File: src/rtl/stage_fetch_pkg.sv
// Shared types and constants for the instruction fetch stage.
package stage_fetch_pkg;

   // Canonical RISC-V NOP (addi x0, x0, 0), presented in place of a faulted word
   localparam logic [31:0] NOP_WORD = 32'h0000_0013;

   // One decoded-side fetch entry
   typedef struct packed {
      logic [31:0] pc;
      logic [31:0] word;
      logic        fault;
   } FetchEntry_t;

   // Address n words behind pc, modulo 2^32
   function automatic logic [31:0] pc_back(input logic [31:0] pc, input logic [1:0] n);
      return pc - {28'd0, n, 2'b00};
   endfunction

endpackage

File: src/rtl/stage_fetch_buffer.sv
// Two-entry in-order fetch buffer; slot 0 is always the head.
module fetch_buffer
   import stage_fetch_pkg::*;
(
   input  logic        clk,
   input  logic        rst_n,
   input  logic        flush,
   input  logic        push,
   input  FetchEntry_t push_entry,
   input  logic        pop,
   output FetchEntry_t head,
   output logic [1:0]  count
);

   FetchEntry_t [1:0] slot_q, slot_d;
   logic [1:0]        count_q, count_d;
   logic              do_pop;

   // Next slot contents and occupancy; flush discards everything but a same-cycle push
   always_comb begin
      slot_d  = slot_q;
      count_d = count_q;
      do_pop  = pop && (count_q != 2'd0);
      if (flush) begin
         count_d = push ? 2'd1 : 2'd0;
         if (push) begin
            slot_d[0] = push_entry;
         end
      end else if (push && do_pop) begin
         if (count_q == 2'd1) begin
            slot_d[0] = push_entry;
         end else begin
            slot_d[0] = slot_q[1];
            slot_d[1] = push_entry;
         end
      end else if (push) begin
         if (count_q == 2'd0) begin
            slot_d[0] = push_entry;
         end else begin
            slot_d[1] = push_entry;
         end
         count_d = count_q + 2'd1;
      end else if (do_pop) begin
         slot_d[0] = slot_q[1];
         count_d   = count_q - 2'd1;
      end
   end

   // Storage and occupancy registers
   always_ff @(posedge clk or negedge rst_n) begin
      if (!rst_n) begin
         slot_q  <= '0;
         count_q <= '0;
      end else begin
         slot_q  <= slot_d;
         count_q <= count_d;
      end
   end

   assign head  = slot_q[0];
   assign count = count_q;

endmodule

File: src/rtl/stage_fetch.sv
// Instruction fetch stage: issues word fetches, tracks in-flight requests,
// drops stale responses after a redirect and buffers entries for decode.
module stage_fetch
   import stage_fetch_pkg::*;
#(
   parameter logic [31:0] RESET_VECTOR = 32'h0000_0000
) (
   input  logic        i_Clock,
   input  logic        i_Reset_n,
   output logic        o_IMemReq,
   output logic [31:0] o_IMemAddr,
   input  logic        i_IMemGrant,
   input  logic        i_IMemValid,
   input  logic [31:0] i_IMemData,
   input  logic        i_IMemError,
   input  logic        i_Stall,
   input  logic        i_Redirect,
   input  logic [31:0] i_RedirectTarget,
   output logic        o_Valid,
   output logic [31:0] o_InstructionWord,
   output logic [31:0] o_PC,
   output logic        o_FetchFault
);

   logic [31:0] pc_q, pc_d;
   logic [1:0]  out_q, out_d;
   logic [1:0]  drop_q, drop_d;
   logic        halt_q, halt_d;
   logic        hold_q, hold_d;

   logic        cap_ok, grant, resp, resp_live;
   logic        buf_push, buf_pop, buf_flush;
   FetchEntry_t buf_in, buf_head;
   logic [1:0]  buf_count;

   // Request generation: a presented-but-ungranted request stays up even if halt arrives
   always_comb begin
      cap_ok     = (3'(out_q) + 3'(buf_count)) < 3'd2;
      o_IMemReq  = i_Reset_n && !i_Redirect && (hold_q || (cap_ok && !halt_q));
      o_IMemAddr = {pc_q[31:2], 2'b00};
      grant      = o_IMemReq && i_IMemGrant;
      resp       = i_IMemValid && (out_q != 2'd0);
      resp_live  = resp && (drop_q == 2'd0);
   end

   // Next-state and buffer control; redirect takes priority over everything else
   always_comb begin
      pc_d      = pc_q;
      out_d     = out_q + 2'(grant) - 2'(resp);
      drop_d    = drop_q;
      halt_d    = halt_q;
      hold_d    = o_IMemReq && !i_IMemGrant;
      buf_flush = 1'b0;
      buf_pop   = (buf_count != 2'd0) && !i_Stall;
      buf_push  = resp_live;
      // Live requests were issued back-to-back from the current PC, so the
      // oldest one sits out_q words behind it; no per-request PC queue needed.
      buf_in.pc    = pc_back(pc_q, out_q);
      buf_in.word  = i_IMemError ? NOP_WORD : i_IMemData;
      buf_in.fault = i_IMemError;
      if (grant) begin
         pc_d = pc_q + 32'd4;
      end
      if (resp && (drop_q != 2'd0)) begin
         drop_d = drop_q - 2'd1;
      end
      if (resp_live && i_IMemError) begin
         halt_d = 1'b1;
      end
      if (i_Redirect) begin
         pc_d         = i_RedirectTarget;
         buf_flush    = 1'b1;
         buf_pop      = 1'b0;
         drop_d       = out_q - 2'(resp);
         halt_d       = (i_RedirectTarget[1:0] != 2'b00);
         hold_d       = 1'b0;
         buf_push     = (i_RedirectTarget[1:0] != 2'b00);
         buf_in.pc    = i_RedirectTarget;
         buf_in.word  = NOP_WORD;
         buf_in.fault = 1'b1;
      end
   end

   // Fetch state registers
   always_ff @(posedge i_Clock or negedge i_Reset_n) begin
      if (!i_Reset_n) begin
         pc_q   <= RESET_VECTOR;
         out_q  <= '0;
         drop_q <= '0;
         halt_q <= 1'b0;
         hold_q <= 1'b0;
      end else begin
         pc_q   <= pc_d;
         out_q  <= out_d;
         drop_q <= drop_d;
         halt_q <= halt_d;
         hold_q <= hold_d;
      end
   end

   fetch_buffer u_fetch_buffer (
      .clk        (i_Clock),
      .rst_n      (i_Reset_n),
      .flush      (buf_flush),
      .push       (buf_push),
      .push_entry (buf_in),
      .pop        (buf_pop),
      .head       (buf_head),
      .count      (buf_count)
   );

   // Decode-facing outputs come straight from the buffer head
   always_comb begin
      o_Valid           = (buf_count != 2'd0);
      o_InstructionWord = buf_head.word;
      o_PC              = buf_head.pc;
      o_FetchFault      = buf_head.fault;
   end

endmodule

File: config.mk
export PLATFORM = sky130hd
export DESIGN_NAME = stage_fetch
export DESIGN_NICKNAME = d
export VERILOG_FILES = /design/src/rtl/stage_fetch_pkg.sv /design/src/rtl/stage_fetch_buffer.sv /design/src/rtl/stage_fetch.sv
export SDC_FILE = /design/constraint.sdc
export NUM_CORES = 1
export LEC_CHECK = 0
export CORE_ASPECT_RATIO = 0.5
export CORE_MARGIN = 4
export CORE_UTILIZATION = 35
export DETAILED_ROUTE_END_ITERATION = 6
export PLACE_DENSITY = 0.63
export SKIP_LAST_GASP = 1
export SLEW_MARGIN = 20
export SYNTH_ARGS = -nofsm -noshare
export SYNTH_HDL_FRONTEND = slang
export SYNTH_HIERARCHICAL = 1
export SYNTH_SLANG_ARGS = --single-unit
export TNS_END_PERCENT = 100
File: constraint.sdc
create_clock -name i_Clock -period 7.6 [get_ports i_Clock]
set_input_delay 1.14 -clock i_Clock [delete_from_list [all_inputs] [get_ports i_Clock]]
set_output_delay 1.14 -clock i_Clock [all_outputs]
set_load 0.01 [all_outputs]
; ---- Yosys cells after proc, flatten, opt, wreduce, memory -nomap -nowiden
; Cells that the tools add are included.
[op_classes]
n_addsub = 9
magnitude_cmp = 1
eq_ne = 6
mux = 27
bitwise_logic = 1
reduce_logical = 32
[ops]
columns = operator, count
row1 = 2-to-1 mux 65 bit, 10
row2 = 2-to-1 mux 130 bit, 1
row3 = 2-to-1 mux 32 bit, 3
row4 = "adder 32 x 3 -> 32 bit, second input constant", 1
row5 = subtractor 32 x 4 -> 32 bit, 1
row6 = nonzero test 2 bit, 8
row7 = logical AND 1 bit, 12
row8 = 2-to-1 mux 2 bit, 6
row9 = 2-to-1 mux 1 bit, 7
row10 = nonzero test 3 bit, 2
row11 = zero test 1 bit, 4
row12 = zero test 2 bit, 2
row13 = "!= test 2 x 1 -> 1 bit, second input constant", 2
row14 = "!= test 2 bit, second input constant", 2
row15 = "!= test 4 bit, second input constant", 1
row16 = AND reduction 4 bit, 1
row17 = subtractor 2 x 1 -> 2 bit, 2
row18 = "subtractor 2 x 1 -> 2 bit, second input constant", 2
row19 = adder 2 x 2 -> 3 bit, 1
row20 = "less-than comparator 3 x 2 -> 1 bit, second input constant", 1
row21 = AND reduction 3 bit, 1
row22 = adder 2 x 1 -> 2 bit, 1
row23 = "adder 2 x 1 -> 2 bit, second input constant", 1
row24 = "== test 2 x 1 -> 1 bit, second input constant", 1
row25 = other kinds (3), 3
[word_totals]
regBits = 170
input_bits = 71
output_inout_bits = 99
elab_cells = 88

; ---- Depth between registers and ports, before layout
[logic_depth]
depth_word = 8
mapped_depth = 13
ltp_nobuf = 12

; ---- Hierarchy
; The synthesis kept the hierarchy.
[modules_own_cells]
columns = module, instances, cells_each, area_per_inst_um2, seq_area_each_um2
row1 = fetch_buffer, 1, 800, 8305.5, 3303.2
row2 = stage_fetch, 1, 445, 3758.6, 950.9

; ---- Worst setup path before layout
; Ideal clock, no wire load.
[synth_timing]
path_type = input to register
startpoint = input port i_Redirect
endpoint = register u_fetch_buffer/slot_q[100] in the netlist's numbering
setup_time_ns = 0.125
arrival_time_ns = 3.338
required_ns = 7.475
setup_slack_ns = 4.137
path_stages = 12
n_path_buf = 7
path_cell_list = clkbuf_1 -> inv_1 -> clkbuf_1 -> clkbuf_1 -> nor3_1 -> nor2_1 -> buf_2 -> clkbuf_2 -> nand3_1 -> buf_2 -> buf_6 -> mux2_2
[synth_between]
word_cells_on_any_way = 15
cone_classes = eq/ne: 2 / mux: 8 / bitwise: 1 / reduce/logical: 4
[synth_lines]
columns = element, line
row1 = from (decl), stage_fetch.sv:17  ; input logic i_Redirect,
row2 = 2-to-1 mux 1 bit *, stage_fetch.sv:70  ; if (i_Redirect) begin
row3 = net buf_push, stage_fetch.sv:32  ; logic buf_push, buf_pop, buf_flush;
row4 = logical AND 1 bit, stage_fetch_buffer.sv:29  ; end else if (push && do_pop) begin
row5 = "!= test 2 bit (no source line), or another cell as far along", -
row6 = AND reduction 4 bit (no source line), -
row7 = to (signal assigned), stage_fetch_buffer.sv:55  ; slot_q <= slot_d;
row8 = to (decl), stage_fetch_buffer.sv:15  ; FetchEntry_t [1:0] slot_q, slot_d;
; Mark *: on every way through the listed nets, which the timed path passes. The rest lies on a longest branch. The select of a mux whose other input is x is not followed.
; A chain may end at the register's enable or synchronous reset.

; ---- Worst setup path in the final report
[layout_timing]
startpoint = input port i_Redirect
endpoint = register u_fetch_buffer.slot_q, in the netlist u_fetch_buffer/head[14]
[layout_between]
word_cells_on_any_way = 16
cone_classes = eq/ne: 2 / mux: 10 / reduce/logical: 4
[layout_lines]
columns = element, line
row1 = 2-to-1 mux 1 bit *, stage_fetch.sv:70
row2 = net buf_push, stage_fetch.sv:32
row3 = logical AND 1 bit / 2-to-1 mux 65 bit (equally long branches), "stage_fetch_buffer.sv:29, stage_fetch_buffer.sv:36"
row4 = "!= test 4 bit (no source line), or another cell as far along", -
row5 = AND reduction 3 bit (no source line) / 2-to-1 mux 65 bit (equally long branches), -
; Marked as above.

==> impl_metrics.yaml <==
die:
  initial_utilization_pct: 36.0
  row_count: 47
  io_pins: 170
  core_area_um2: 33500
  die-area_um2: 37700
  fp.dieH_um: 139
  die_w_um: 271
detailed_routing:
  vias: 9203
  drc_errors: 0
  wirelength_mm: 32.2
  first_pass_iters: 5
  final_antenna_net_count: 0
  viasPerCell: 5.42
  post_drt_wl_per_cell_um: 18.9
  drt_iter0_drc: 666
setup_path:
  critPathMaxFanout: 109
  required_ps: 7890
  reg2reg_from: "pc_q[2]$_DFFE_PN0P_"
  arrival_ps: 4560
  endpoint_kind: "flip-flop"
  critical_path_class: "input port to flip-flop"
  ff2ff_path_depth: 12
  r2r_end: "u_fetch_buffer/head[61]$_DFFE_PN0P_"
  cp_cell_sequence: "buf_6 > buf_4 > inv_2 > nor3_1 > nor2_4 > nand3b_1 > buf_4 > nor2_1 > a2111oi_0 > o31ai_1"
  cpMostUsedCell: "buf_4"
  path_buf_inv: 4
  max_stage_delay_ps: 720
  cp_slowest_cell: "buf_4"
  crit_family: "buffers and inverters"
  r2r_slack_ps: 3810
  cp-start-kind: "input port"
placement:
  place_hpwl_mm: 21.2
  gp_congestion: 0.784
  pre_cts_slack_ps: 2900
  io_buffers: 167
global_routing:
  grt_first_pass_wirelength_mm: 51.9
  grt_pass1_vias: 9507
  grt_overflow: 0
  track_usage_pct: 17.0
  grt_max_degree: 110
  antenna_found_initial: 1
worst_hold_path:
  holdPathEnd: "u_fetch_buffer/head[47]$_DFFE_PN0P_"
  min_delay_path_depth: 2
  hold_path_class: "flip-flop to flip-flop"
  hold_start: "u_fetch_buffer/head[47]$_DFFE_PN0P_"
sta:
  min_period_ps: 4270
  tightestPinTransition_ps: 1140
  hold_violations: 0
  relSlewSlack_pct: 23.7
  rsz0062_at_grt: "false"
  finalClockSkew_ps: 10.8
  fin_setup_tns_ps: 0
  fin_ws_ps: 3330
  fmax_ghz: 0.234
  setup-violations-final: 0
  drv_slew: 0
  period_share_pct: 56.2
yosys:
  synthXorXnorAreaFrac_pct: 3.41
  syn_avg_cell_area_um2: 9.69
  ys_seq_elements: 170
  synth-simple-area-share_pct: 20.1
  synth_edf_count: 0
  ys_warn_count: 6
  synth_area_leaders: "dfrtp_1 (35%), mux2_2 (9.3%), nor2b_1 (6.8%), buf_4 (6.6%), mux2i_1 (5.6%)"
  yosysMostFrequentCell: "dfrtp_1"
  synthAdderAreaFrac_pct: 1.27
  synthArstFlopShare_pct: 100
  synth_compound_area_share_pct: 13.8
  seq_area_frac_synth_pct: 35.3
  synthFlopType: "dfrtp_1"
  synth_area_um2: 12100
  synthDistinctLibCells: 60
  synth_top_cell_area_share_pct: 35.3
  synth_common_cells: "dfrtp_1 (170), nor2b_1 (132), buf_4 (106)"
  synth_top_family_by_area: "simple AND/OR/NAND/NOR gates"
  netlist_instances: 1245
  yosys.area.top_type: "dfrtp_1"
  synth.area.mux_share_pct: 15.1
job:
  maxCapViolCount: 0
layout:
  n_fill_cell: 3243
  syn2layout_area_growth_pct: 14.2
  drive_above_1_share_pct: 16.2
  nNetsFinal: 1325
pwr:
  ir_worst_vdd_mv: 0.178
  power_density_nw_per_um2: 318
  power.leakage_nw: 5.35
clock_network:
  cts_resized: 0
  h-tree-depth: 4
  path_clk_slew_ps: 60
  cts_hold_repair.buffers: 0
  cts_made_buffers: 17
  cts_sinks: 170
  cts_buffer_depth: 2
  cts_tree: "done"
  clkLatencyLatePin_ps: 440
  root_buffer: "clkbuf_16"
  cts_setup_buffers: 0
run_status:
  outcome: "finished, final reports clean"
## layer usage
metal	wire length, um	global-route usage [%]	part of all wire [%]	vias up
met5	0	0	0	-
met4	1160	7.97	3.6	0
met3	882	2.68	2.7	64
met2	16600	30.1	52	160
met1	13500	20.3	42	4675
li1	-	-	-	4304
## registers in the layout (all words and copies together), names as in the netlist
| register | flops |
|---|---|
| out_q | 2 |
| u_fetch_buffer/count | 2 |
| pc_q | 32 |
| u_fetch_buffer/slot_q | 65 |
| drop_q | 2 |
| u_fetch_buffer/head | 65 |
| hold_q | 1 |
| halt_q | 1 |
## cell families after synthesis
kind of cell             count (synthesis)
AND/OR/NAND/NOR                        452
buffers and inverters                  213
AO/OA/AOI/OAI                          182
flip-flops                             170
multiplexers                           169
XOR/XNOR                                47
adder cells (fa/ha/maj)                 11
other                                    1
## placed cells by master (no fill, tap or decap), types with 3 or more instances in the layout
cell             netlist  routed
o31ai_1               66      66
o31a_1                 4       4
a2111oi_1             12      12
nor2b_1              132     132
ha_1                   9       8
nand2_1               87      87
bufinv_16              0       3
nand3_1               19      18
and2_1                31      31
a211oi_1               5       5
or4_4                  3       3
a21oi_1               13      13
nor2_1                98      96
or3_1                  9       9
nor3_1                14      14
a2111oi_2             38      38
nand2b_1               6       6
a31oi_1                5       5
clkbuf_8               0       5
clkdlybuf4s50_1        0     165
xor2_1                20      20
xnor2_1               27      27
dfrtp_1              170     170
mux2_2               100     100
mux2i_1               68      68
o21ai_0               10      10
nor3_2                 4       4
a2111oi_0             15      15
clkbuf_16              0      17
or4_1                  3       3
o211a_1                4       4
nand4_1               15      15
inv_1                 14      13
clkinv_4               0       3
nor4_1                12      12
buf_4                106      10
## metrics by stage
stage	power [W]	utilization (%)	hold WS (ps)	instance area, um^2	std cells
2_1_floorplan	0.00298	-	450	12100	1246
3_3_place_gp	0.00338	39.2	466	13100	1665
3_5_place_dp	0.00346	39.2	470	13100	1665
4_1_cts	0.00442	41.1	486	13800	1697
5_1_grt	0.00465	41.1	508	13800	1698
6_report	0.00438	41.1	479	13800	1698
## final cells by class
class / instances / area, um^2 / area share [%]
antenna: 1 / 2.50 / 0.0182
multi-input combinational: 863 / 6530 / 47.4
clock buffer: 23 / 498 / 3.61
timing repair buffer: 177 / 1750 / 12.7
inverter: 14 / 52.6 / 0.381
clock inverter: 9 / 136 / 0.990
sequential: 170 / 4250 / 30.9
tap: 441 / 552 / 4.01
## worst max path at each step
stage / startpoint / to / slack [ps] / cells past startpoint
CTS: i_Redirect / u_fetch_buffer/head[14]$_DFFE_PN0P_ / 3340 / 10
detailed placement: i_Redirect / u_fetch_buffer/head[64]$_DFFE_PN0P_ / 2900 / 10
finish: i_Redirect / u_fetch_buffer/head[14]$_DFFE_PN0P_ / 3330 / 10
global placement: i_Redirect / u_fetch_buffer/head[14]$_DFFE_PN0P_ / 3070 / 8
global route: i_Redirect / u_fetch_buffer/head[16]$_DFFE_PN0P_ / 2950 / 10
floorplan: i_Redirect / u_fetch_buffer/slot_q[100]$_DFFE_PN0P_ / 4140 / 12
## power by group
part	leakage, nW	internal, W	total (W)	switching [W]
Combinational	2.96	0.000975	0.00191	0.000933
Sequential	2.08	0.00125	0.00152	0.000266
Clock	0.306	0.000563	0.000953	0.000391
Total	5.35	0.00279	0.00438	0.00159
## worst register-to-register path: stages (launching register included)
cell       delay (ps)
dfrtp_1           410
inv_1             120
ha_1              210
fa_1              230
or4b_4            530
or4b_1            760
nor3_2            230
xnor2_1           160
a21boi_1          150
mux2i_1           200
nor2_1             60
a2111oi_1         440
o31ai_1           130
Note: power is estimated with default switching activity, not from simulation.
